`config.mk`:
```
export PLATFORM = sky130hd
export DESIGN_NAME = cordicfifo_sync_ctrl
export DESIGN_NICKNAME = d
export VERILOG_FILES = /design/src/rtl/cordicfifo_pkg.sv /design/src/rtl/cordicfifo_rd_pipe.sv /design/src/rtl/cordicfifo_sync_ctrl.sv
export SDC_FILE = /design/constraint.sdc
export NUM_CORES = 1
export LEC_CHECK = 0
export CELL_PAD_IN_SITES_DETAIL_PLACEMENT = 1
export CELL_PAD_IN_SITES_GLOBAL_PLACEMENT = 1
export CORE_ASPECT_RATIO = 1.75
export CORE_MARGIN = 3
export CORE_UTILIZATION = 24
export DETAILED_ROUTE_END_ITERATION = 16
export PLACE_DENSITY_LB_ADDON = 0.15
export REMOVE_ABC_BUFFERS = 1
export SYNTH_ARGS = -nofsm -noshare
export SYNTH_HDL_FRONTEND = slang
export SYNTH_SLANG_ARGS = --single-unit
```
`constraint.sdc`:
```
create_clock -name CLOCK -period 3.6 [get_ports CLOCK]
set_input_delay 0.72 -clock CLOCK [delete_from_list [all_inputs] [get_ports CLOCK]]
set_output_delay 0.72 -clock CLOCK [all_outputs]
set_load 0.03 [all_outputs]
```
`src/rtl/cordicfifo_pkg.sv`:
```
// rtl/cordicfifo_pkg.sv - shared CORDICFIFO sizing constants and flag helper
package cordicfifo_pkg;

  localparam int C_WIDTH     = 32;
  localparam int C_DEPTH     = 128;
  localparam int C_AW        = 7;
  localparam int C_RD_LAT    = 2;
  localparam int C_AFULL_TH  = 120;
  localparam int C_AEMPTY_TH = 8;

  typedef struct packed {
    logic full;
    logic empty;
    logic afull;
    logic aempty;
  } fifo_flags_t;

  function automatic fifo_flags_t calc_flags(input logic [31:0] cnt,
                                             input logic [31:0] depth,
                                             input logic [31:0] afull_th,
                                             input logic [31:0] aempty_th);
    fifo_flags_t f;
    f.full   = (cnt == depth);
    f.empty  = (cnt == 32'd0);
    f.afull  = (cnt >= afull_th);
    f.aempty = (cnt <= aempty_th);
    return f;
  endfunction

endpackage

```
`src/rtl/cordicfifo_rd_pipe.sv`:
```
// rtl/cordicfifo_rd_pipe.sv - read-valid delay line matching the RAM read latency
module cordicfifo_rd_pipe
  import cordicfifo_pkg::*;
#(
  parameter int RD_LAT = C_RD_LAT
) (
  input  logic i_clk,
  input  logic i_rst_n,
  input  logic i_vld,
  output logic o_vld
);

  logic [RD_LAT-1:0] r_sr;

  generate
    if (RD_LAT == 1) begin : g_one
      always_ff @(posedge i_clk or negedge i_rst_n) begin
        if (!i_rst_n) r_sr <= '0;
        else          r_sr <= i_vld;
      end
    end else begin : g_multi
      always_ff @(posedge i_clk or negedge i_rst_n) begin
        if (!i_rst_n) r_sr <= '0;
        else          r_sr <= {r_sr[RD_LAT-2:0], i_vld};
      end
    end
  endgenerate

  assign o_vld = r_sr[RD_LAT-1];

endmodule

```
`src/rtl/cordicfifo_sync_ctrl.sv`:
```
// rtl/cordicfifo_sync_ctrl.sv - single-clock FIFO controller for the CORDICFIFO LSRAM wrapper
module cordicfifo_sync_ctrl
  import cordicfifo_pkg::*;
#(
  parameter int WIDTH     = C_WIDTH,
  parameter int DEPTH     = C_DEPTH,
  parameter int AW        = C_AW,
  parameter int RD_LAT    = C_RD_LAT,
  parameter int AFULL_TH  = C_AFULL_TH,
  parameter int AEMPTY_TH = C_AEMPTY_TH
) (
  input  logic             CLOCK,
  input  logic             RESET_N,
  input  logic             WE,
  input  logic [WIDTH-1:0] DATA,
  input  logic             RE,
  output logic [WIDTH-1:0] Q,
  output logic             DVLD,
  output logic             FULL,
  output logic             EMPTY,
  output logic             AFULL,
  output logic             AEMPTY,
  output logic [AW:0]      WRCNT,
  output logic             OVERFLOW,
  output logic             UNDERFLOW,
  output logic [AW-1:0]    RAM_WADDR,
  output logic [AW-1:0]    RAM_RADDR,
  output logic             RAM_WEN,
  output logic             RAM_REN,
  output logic [WIDTH-1:0] RAM_WDATA,
  input  logic [WIDTH-1:0] RAM_RDATA
);

  localparam logic [AW:0] L_ONE = {{AW{1'b0}}, 1'b1};

  logic [AW:0] r_wptr;
  logic [AW:0] r_rptr;
  logic [AW:0] r_count;
  logic        r_full;
  logic        r_empty;
  logic        r_afull;
  logic        r_aempty;
  logic        r_ovf;
  logic        r_udf;

  logic        w_wr_ok;
  logic        w_rd_ok;
  logic [AW:0] w_count_nxt;
  fifo_flags_t w_flags_nxt;

  // A read while full frees the slot being written, so both are accepted.
  assign w_rd_ok = RE & ~r_empty;
  assign w_wr_ok = WE & (~r_full | (RE & r_full));

  always_comb begin
    w_count_nxt = r_count;
    if (w_wr_ok & ~w_rd_ok)      w_count_nxt = r_count + L_ONE;
    else if (w_rd_ok & ~w_wr_ok) w_count_nxt = r_count - L_ONE;
  end

  assign w_flags_nxt = calc_flags(32'(w_count_nxt), 32'(DEPTH),
                                  32'(AFULL_TH), 32'(AEMPTY_TH));

  always_ff @(posedge CLOCK or negedge RESET_N) begin
    if (!RESET_N) begin
      r_wptr   <= '0;
      r_rptr   <= '0;
      r_count  <= '0;
      r_full   <= 1'b0;
      r_empty  <= 1'b1;
      r_afull  <= 1'b0;
      r_aempty <= 1'b1;
      r_ovf    <= 1'b0;
      r_udf    <= 1'b0;
    end else begin
      if (w_wr_ok) r_wptr <= r_wptr + L_ONE;
      if (w_rd_ok) r_rptr <= r_rptr + L_ONE;
      r_count  <= w_count_nxt;
      r_full   <= w_flags_nxt.full;
      r_empty  <= w_flags_nxt.empty;
      r_afull  <= w_flags_nxt.afull;
      r_aempty <= w_flags_nxt.aempty;
      r_ovf    <= WE & ~w_wr_ok;
      r_udf    <= RE & ~w_rd_ok;
    end
  end

  cordicfifo_rd_pipe #(
    .RD_LAT (RD_LAT)
  ) u_rd_pipe (
    .i_clk   (CLOCK),
    .i_rst_n (RESET_N),
    .i_vld   (w_rd_ok),
    .o_vld   (DVLD)
  );

  assign RAM_WEN   = w_wr_ok;
  assign RAM_WADDR = r_wptr[AW-1:0];
  assign RAM_WDATA = DATA;
  assign RAM_REN   = w_rd_ok;
  assign RAM_RADDR = r_rptr[AW-1:0];

  assign Q         = RAM_RDATA;
  assign FULL      = r_full;
  assign EMPTY     = r_empty;
  assign AFULL     = r_afull;
  assign AEMPTY    = r_aempty;
  assign WRCNT     = r_count;
  assign OVERFLOW  = r_ovf;
  assign UNDERFLOW = r_udf;

endmodule
```
Word-level counts from Yosys, hierarchy flattened
Cells that the tools add are included.
{ "classes": {"add_sub_neg": 4, "order_cmp": 2, "eq_ne": 1, "muxes": 2, "n_bitwise": 12, "n_reduce_logical": 1} }
{ "ops": {"columns": ["cell", "n"], "rows": [
  ["adder 8 x 1 -> 8 bit (second input constant)", 3],
  ["two-way mux 8 bit", 2],
  ["equality test 8 bit (second input constant)", 1],
  ["greater-or-equal comparator 8 x 7 -> 1 bit (second input constant)", 1],
  ["<= comparator 8 x 4 -> 1 bit (second input constant)", 1],
  ["logical NOT 8 bit", 1],
  ["subtractor 8 x 1 -> 8 bit (second input constant)", 1],
  ["bitwise AND 1 bit", 7],
  ["inverter 1 bit", 4],
  ["bitwise OR 1 bit", 1]
]} }
{ "word_totals": {"ff_bits": 32, "out_inout_bits": 95} }

Longest topological paths before layout
Gate-level depths: netlist (run 1).
{ "logic_depth": {"depth_word": 8, "depth_mapped": 7} }

Cells and area by module
Synthesis (run 1) repeated with hierarchy kept, for this count alone.
{ "hier_totals": {"cells_unflattened": 201, "area_unflattened_um2": 2021.9} }
{ "by_module_without_submodules": {"columns": ["module", "n_inst", "cells_each", "area_per_inst_um2", "seq_area_each_um2"], "rows": [
  ["cordicfifo_sync_ctrl", 1, 199, 1971.9, 703.2],
  ["cordicfifo_rd_pipe", 1, 2, 50.0, 50.0]
]} }

Least setup slack after synthesis (run 1)
OpenSTA, ideal clock, no wires.
{ "synth_timing": {"path_kind": "input to output", "start": "input port RE", "end": "output port RAM_REN", "arrival_time_ns": 1.589, "t_required_ns": 2.880, "setup_slack_ns": 1.291, "stages": 3, "n_path_buf": 1, "cell_sequence": "buf_2 -> inv_1 -> nor2_1"} }
{ "synth_between": {"elab_chain_cells": 1} }
{ "synth_rtl": {"columns": ["element", "line", "text"], "rows": [
  ["from (decl)", "cordicfifo_sync_ctrl.sv:16", "input logic RE,"],
  ["bitwise AND 1 bit", "cordicfifo_sync_ctrl.sv:52", "assign w_rd_ok = RE & ~r_empty;"],
  ["to (decl)", "cordicfifo_sync_ctrl.sv:29", "output logic RAM_REN,"]
]} }
No other way between the ends.

Final worst setup path (run 1)
{ "layout_timing": {"start": "input port RE", "end": "output port RAM_WEN"} }
{ "layout_between": {"elab_chain_cells": 3} }
{ "layout_rtl": {"columns": ["element", "line", "text"], "rows": [
  ["bitwise AND 1 bit", "cordicfifo_sync_ctrl.sv:53", "assign w_wr_ok = WE & (~r_full | (RE & r_full));"],
  ["bitwise OR 1 bit", "cordicfifo_sync_ctrl.sv:53", null],
  ["bitwise AND 1 bit", "cordicfifo_sync_ctrl.sv:53", null],
  ["to (decl)", "cordicfifo_sync_ctrl.sv:28", "output logic RAM_WEN,"]
]} }
No other way between the ends.

==> qor.csv, run 1 <==
stage,metric,value,unit
setup_path,most frequent CP cell,clkdlybuf4s50_1,
clocking,clock buffer depth,2,
placed_design,post-place setup slack,516,ps
setup_path,R2R Setup Slk,1370,ps
clocking,total CTS buffers,5,
clocking,Root Driver,clkbuf_16,
power_and_ir_drop,Pwr per Cell Area,964,mW/mm^2
timing,Slew headroom,0.702,
finish,Layout area overhead,5.10,%
placed_design,RD Place Congestion,0.864,
finish,fillcell total,924,
clocking,CTS tree,yes,
timing,FMAX,324,MHz
global_routing,total gr overflow,0,
clocking,"Clk Latency, worst-skew pair",270,ps
clocking,cts hold-fix bufs,0,
run_status,outcome,completed,
die,Initial Util,0.249,
logic_synthesis,Main synth FF type,dfrtp_1,
global_routing,vias in the first global route,1461,
clocking,post-cts resize count,0,
logic_synthesis,sequential area share after synthesis,0.374,
die,Die X,75.2,microns
placed_design,Port Buffers,34,
die,io pins,163,
logic_synthesis,"Cell Area, Synth",0.00201,sq mm
timing,setup TNS,0,ps
power_and_ir_drop,Switching Share,0.430,
placed_design,Post-DP HPWL,8000,microns
die,core area,0.00807,sq mm
timing,fin worst setup slack,518,ps
logic_synthesis,Cells after Synth,202,
min_path,worst hold path type,reg2reg,
timing,worst slew pin tran,445,ps
detailed_routing,DRT antenna net count,0,
setup_path,crit path capture type,output port,
finish,Final Util,0.262,
timing,setup violators final,0,
detailed_routing,routed vias,1384,
clocking,"Clk pin slew, worst setup/hold paths",50,ps
setup_path,CP cell instances,clkdlybuf4s50_1 > inv_1 > a21boi_2 > clkdlybuf4s50_1,
detailed_routing,DR DRC count,0,
detailed_routing,Initial DRT Pass Iterations,4,
setup_path,CP max stage cell,clkdlybuf4s50_1,
clocking,H-tree Lvls,2,
logic_synthesis,Syn Area/Cell,9.97,sq um
power_and_ir_drop,Total Power,2040,uW
clocking,total clock sinks,30,
power_and_ir_drop,leakage dissipation,0.000877,uW
job,Max-cap violations,0,
die,Die ar.,0.00957,sq mm
logic_synthesis,Synth Warn #,0,
power_and_ir_drop,Internal,1160,uW
timing,Clock Skew,3.03,ps
clocking,setup bufs post-CTS,0,
logic_synthesis,synth unique cells,46,
logic_synthesis,synthesized flop and latch total,30,
setup_path,kind of critical path,in2out,
logic_synthesis,ys async rst share,1.00,
power_and_ir_drop,VDD IR max,0.338,mV
finish,layout cell share with drive strength beyond 1,0.136,
setup_path,CP max FO,6,
timing,"Min Clock Period, post-route",3080,ps
global_routing,antenna violations before repair,0,
global_routing,first-pass GRT wire length,12100,microns
power_and_ir_drop,P_sw,877,uW
setup_path,CP arrival,2360,ps
die,# rows,43,
logic_synthesis,number of synthesized flops with an enable pin,0,
timing,max-slew violation total from the final report,0,
setup_path,CP max stage delay,740,ps
power_and_ir_drop,Seq pwr share,0.333,
setup_path,WP data required,2880,ps
die,Die Ht,127,microns
power_and_ir_drop,part of the power in combinational logic,0.463,
timing,Final Hold Vio Count,0,
finish,Final Net Count,248,
finish,antenna cells,0,
detailed_routing,via/cell ratio,5.18,
detailed_routing,Routed WL,9110,microns
global_routing,largest net degree at the start of global routing,31,
detailed_routing,Iter 0 DRT Violations,22,
setup_path,startpoint class of the critical path,input pin,
power_and_ir_drop,clock power share,0.204,
global_routing,Tot GR Track Use,0.190,
timing,Final Cycle Share,0.856,
timing,RSZ-0062 raised after global routing,no,
detailed_routing,WL/cell,34.1,microns
timing,WHS,346,ps
==> registers in the layout, indices dropped and copies added, names as in the netlist, 2 cells and up <==
| signal | flops |
|---|---|
| r_wptr | 7 |
| WRCNT | 8 |
| r_rptr | 7 |
| u_rd_pipe.r_sr | 2 |
==> layer usage <==
layer / global-route usage / vias up / share of wire
met3: 0.249 / 9 / 0.29
li1: - / 574 / -
met2: 0.311 / 162 / 0.49
met4: 0.0309 / 2 / 0.0068
met5: 0.0292 / - / 0.0050
met1: 0.128 / 637 / 0.21
==> cells in the final DEF (no fill, tap or decap), types with 3 or more instances in the layout <==
cell type / n
nand4_1: 8
xor2_1: 6
and2_1: 3
clkbuf_16: 5
xnor2_1: 11
nand2_1: 9
a31oi_1: 4
clkdlybuf4s50_1: 34
a21oi_1: 3
dfrtp_1: 28
buf_4: 4
inv_1: 6
nor2_1: 7
and3_1: 3
ha_1: 4
and4_1: 3
==> power by group through the flow <==
stage	Combinational, uW	Sequential [uW]	Clock, uW
floorplan	319	890	0
global placement	940	679	0
detailed placement	953	687	0
CTS	958	682	430
global route	1020	711	446
finish	944	679	416
==> worst paths after layout <==
kind / from / end / cells past startpoint
worst max-delay path: RE / RAM_WEN / 4
worst min-delay path: u_rd_pipe.r_sr[0] / u_rd_pipe.r_sr[1] / 0
worst max register to register: WRCNT[0] / EMPTY / 7
worst min register to register: u_rd_pipe.r_sr[0] / u_rd_pipe.r_sr[1] / 0
max in group asynchronous: RESET_N / AEMPTY / 2
min in group asynchronous: RESET_N / r_wptr[4] / 2
==> cells by family after synthesis <==
logic type | after synthesis | synth area share
xor gates and xnor gates | 17 | 0.0740
buffers and inverters | 78 | 0.275
adders and majority gates | 4 | 0.0249
muxes | 2 | 0.0112
AOI/OAI and AO/OA | 21 | 0.0851
DFF | 30 | 0.374
and+or+nand+nor | 50 | 0.155
==> area by class of cell <==
type,instances,area [sq um],share of cell area
Clock inverter,1,5.00,0.00237
Timing Repair Buffer,38,370,0.175
Clock buffer,7,143,0.0674
Sequential cell,30,753,0.356
Tap cell,90,113,0.0532
Multi-Input combinational cell,94,706,0.334
Inverter,7,26.3,0.0124
==> cells in the mapped netlist, types with 2 or more instances <==
cell / instances / area share
ha_1: 4 / 0.025
and4_1: 3 / 0.013
nand2_1: 9 / 0.017
dfstp_2: 2 / 0.026
and2_1: 3 / 0.0093
dfrtp_1: 28 / 0.35
a31oi_1: 4 / 0.012
buf_4: 64 / 0.24
inv_1: 6 / 0.011
buf_6: 2 / 0.011
xnor2_1: 11 / 0.048
a211oi_1: 2 / 0.0075
nand3_1: 2 / 0.0050
a211o_1: 2 / 0.0087
nand4_1: 8 / 0.025
nor2_1: 7 / 0.013
xor2_1: 6 / 0.026
a21oi_1: 3 / 0.0075
and3_1: 3 / 0.0093
mux2_2: 2 / 0.011
nor3_1: 2 / 0.0050
buf_2: 4 / 0.0099
nand2b_1: 2 / 0.0062
==> worst max-delay path, delay by kind of cell <==
kind,cells,cell delay (ps)
buf+inv,3,1340
compound gates,1,300
==> through the flow <==
stage	std cells	cell area [sq um]
final	267	2120
after global routing	267	2120
after CTS	267	2120
after detailed placement	259	1970
after global placement	259	1970
after floorplan	131	1490
Note: power is estimated with default switching activity, not from simulation.
==> inputs of run 2 (changes only) <==
- ABC_AREA: not set -> 1
- CORE_UTILIZATION: 24 -> 19
- clock period: 3.6 -> 2.76 ns (I/O delays scaled with it)
==> run 2 against run 1 <==
Via count is 3.2% higher. Sequential power grew 15%. Final area rose by 1.5%. Clock power up 35%. Cell count increased by 30%. Global-route usage fell by 2.8 points. Critical endpoint is now RAM_REN. Largest power group unchanged. Critical path depth did not move.
==> qor.csv, run 2 <==
stage,metric,value,unit
setup_path,reg2reg path depth,10,
logic_synthesis,ys async rst share,1.00,
finish,Final Util,0.215,
timing,setup violators final,0,
logic_synthesis,"Cell Area, Synth",0.00196,sq mm
clocking,total CTS buffers,5,
logic_synthesis,Main synth FF type,dfrtp_1,
setup_path,kind of critical path,in2out,
clocking,post-cts resize count,0,
die,core area,0.00997,sq mm
setup_path,reg2reg end,FULL,
setup_path,CP arrival,1940,ps
finish,antenna cells,0,
clocking,total clock sinks,30,
power_and_ir_drop,VDD IR max,0.377,mV
timing,"Min Clock Period, post-route",2490,ps
setup_path,CP cell instances,clkdlybuf4s50_1 > inv_2 > nor2_2 > clkdlybuf4s50_1,
timing,WHS,350,ps
detailed_routing,routed vias,1428,
die,Initial Util,0.197,
logic_synthesis,Post-synth top cells,"64 x buf_4, 49 x nand2_1, 28 x dfrtp_1",
placed_design,DP Area,0.00200,sq mm
placed_design,Port Buffers,34,
setup_path,cell family with most CP delay,buffers and inverters,
placed_design,RD Place Congestion,0.782,
finish,Layout Cells excl Fill,346,
global_routing,antenna violations before repair,0,
die,# rows,48,
clocking,cts hold-fix bufs,0,
finish,layout cell share with drive strength beyond 1,0.0995,
clocking,setup bufs post-CTS,0,
detailed_routing,Initial DRT Pass Iterations,4,
logic_synthesis,sequential area share after synthesis,0.383,
setup_path,most frequent CP cell,clkdlybuf4s50_1,
detailed_routing,Iter 0 DRT Violations,51,
setup_path,crit path capture type,output port,
detailed_routing,Routed WL,9200,microns
die,io pins,163,
global_routing,first-pass GRT wire length,12900,microns
finish,design area,0.00215,sq mm
logic_synthesis,largest area contributor in the netlist,dfrtp_1,
logic_synthesis,dominant cells by area after synthesis,"dfrtp_1 36%, buf_4 24%, nand2_1 9.4%, nand3_1 5.1%, inv_1 4.2%",
finish,"most common cell after layout, fill and taps aside",nand2_1,
placed_design,Post-DP HPWL,8090,microns
min_path,hold_sp,u_rd_pipe.r_sr[0],
setup_path,Critical Path Start,RE,
setup_path,FF-to-FF Start,WRCNT[0],
logic_synthesis,Syn Area/Cell,8.15,sq um
min_path,worst hold path type,reg2reg,
finish,Layout area overhead,9.30,%
global_routing,total gr overflow,0,
setup_path,CP max FO,4,
timing,RSZ-0062 raised after global routing,no,
setup_path,CP max stage delay,670,ps
timing,setup TNS,0,ps
setup_path,CP max stage cell,clkdlybuf4s50_1,
finish,"commonest non-fill, non-tap cells in the layout","49 x nand2_1, 33 x clkdlybuf4s50_1, 28 x dfrtp_1",
setup_path,R2R Setup Slk,920,ps
die,Die X,82.9,microns
timing,Slew headroom,0.707,
setup_path,Critical Path Stages,4,
logic_synthesis,number of synthesized flops with an enable pin,0,
timing,Clock Skew,4.79,ps
power_and_ir_drop,leakage dissipation,0.00100,uW
timing,Final Hold Vio Count,0,
logic_synthesis,Synth Warn #,0,
logic_synthesis,synthesized flop and latch total,30,
setup_path,Worst Path Buf+Inv,3,
clocking,H-tree Lvls,2,
timing,worst slew pin tran,435,ps
logic_synthesis,Synth top area share,0.357,
setup_path,startpoint class of the critical path,input pin,
detailed_routing,DRT antenna net count,0,
global_routing,vias in the first global route,1512,
global_routing,largest net degree at the start of global routing,31,
die,Die ar.,0.0116,sq mm
finish,max reg flops,8,
logic_synthesis,Cells after Synth,241,
logic_synthesis,top-count cell post-synth,buf_4,
setup_path,Worst Setup EP,RAM_REN,
power_and_ir_drop,Pwr per Cell Area,1130,mW/mm^2
die,Die Ht,141,microns
clocking,"Clk pin slew, worst setup/hold paths",60,ps
clocking,Root Driver,clkbuf_16,
run_status,outcome,completed,
clocking,"Clk Latency, worst-skew pair",280,ps
detailed_routing,WL/cell,26.6,microns
detailed_routing,via/cell ratio,4.13,
clocking,clock buffer depth,2,
finish,Final Net Count,292,
timing,max-slew violation total from the final report,0,
detailed_routing,DR DRC count,0,
global_routing,Tot GR Track Use,0.162,
clocking,CTS tree,yes,
setup_path,WP data required,2210,ps
job,Max-cap violations,0,
timing,Final Cycle Share,0.903,
logic_synthesis,synth unique cells,25,
placed_design,Placed Cells incl. Taps,338,
timing,FMAX,401,MHz
[run 2: worst min path at each step]
stage	end	slack (ps)	depth (start not counted)
floorplan	AFULL	260	0
global placement	u_rd_pipe.r_sr[1]	340	0
detailed placement	u_rd_pipe.r_sr[1]	340	0
CTS	u_rd_pipe.r_sr[1]	360	0
global route	u_rd_pipe.r_sr[1]	370	0
finish	u_rd_pipe.r_sr[1]	350	0
[run 2: logic make-up (layout without fill, tap and decap cells)]
logic type,after synthesis,after routing,synth area share
AOI/OAI and AO/OA,7,7,0.0197
xor gates and xnor gates,14,14,0.0624
adders and majority gates,4,4,0.0255
buffers and inverters,90,70,0.295
DFF,30,30,0.383
and+or+nand+nor,96,96,0.214
[run 2: per-stage QoR]
stage	setup WS (ps)	total power (uW)
global route	207	2610
finish	268	2420
CTS	264	2480
global placement	264	1890
detailed placement	246	1890
floorplan	1020	1410
[run 2: final cells by class]
| type | count | area (sq um) |
|---|---|---|
| Fill cell | 1210 | 7820 |
| Sequential cell | 30 | 753 |
| Multi-Input combinational cell | 121 | 632 |
| Timing Repair Buffer | 37 | 360 |
| Tap cell | 125 | 156 |
| Clock buffer | 6 | 139 |
| Inverter | 25 | 93.8 |
| Clock inverter | 2 | 12.5 |
[run 2: routing by layer]
layer	up-vias	global-route usage	wire length, microns	part of all wire
li1	634	-	-	-
met1	640	0.112	2250	0.24
met2	149	0.240	4030	0.44
met3	5	0.229	2780	0.30
met4	0	0.0543	142	0.015
met5	-	0	0	0
[run 2: power by group]
group	total [uW]	internal (uW)	switching [uW]
sequential	782	590	192
clock	561	357	204
combinational	1080	429	650
total	2420	1380	1050
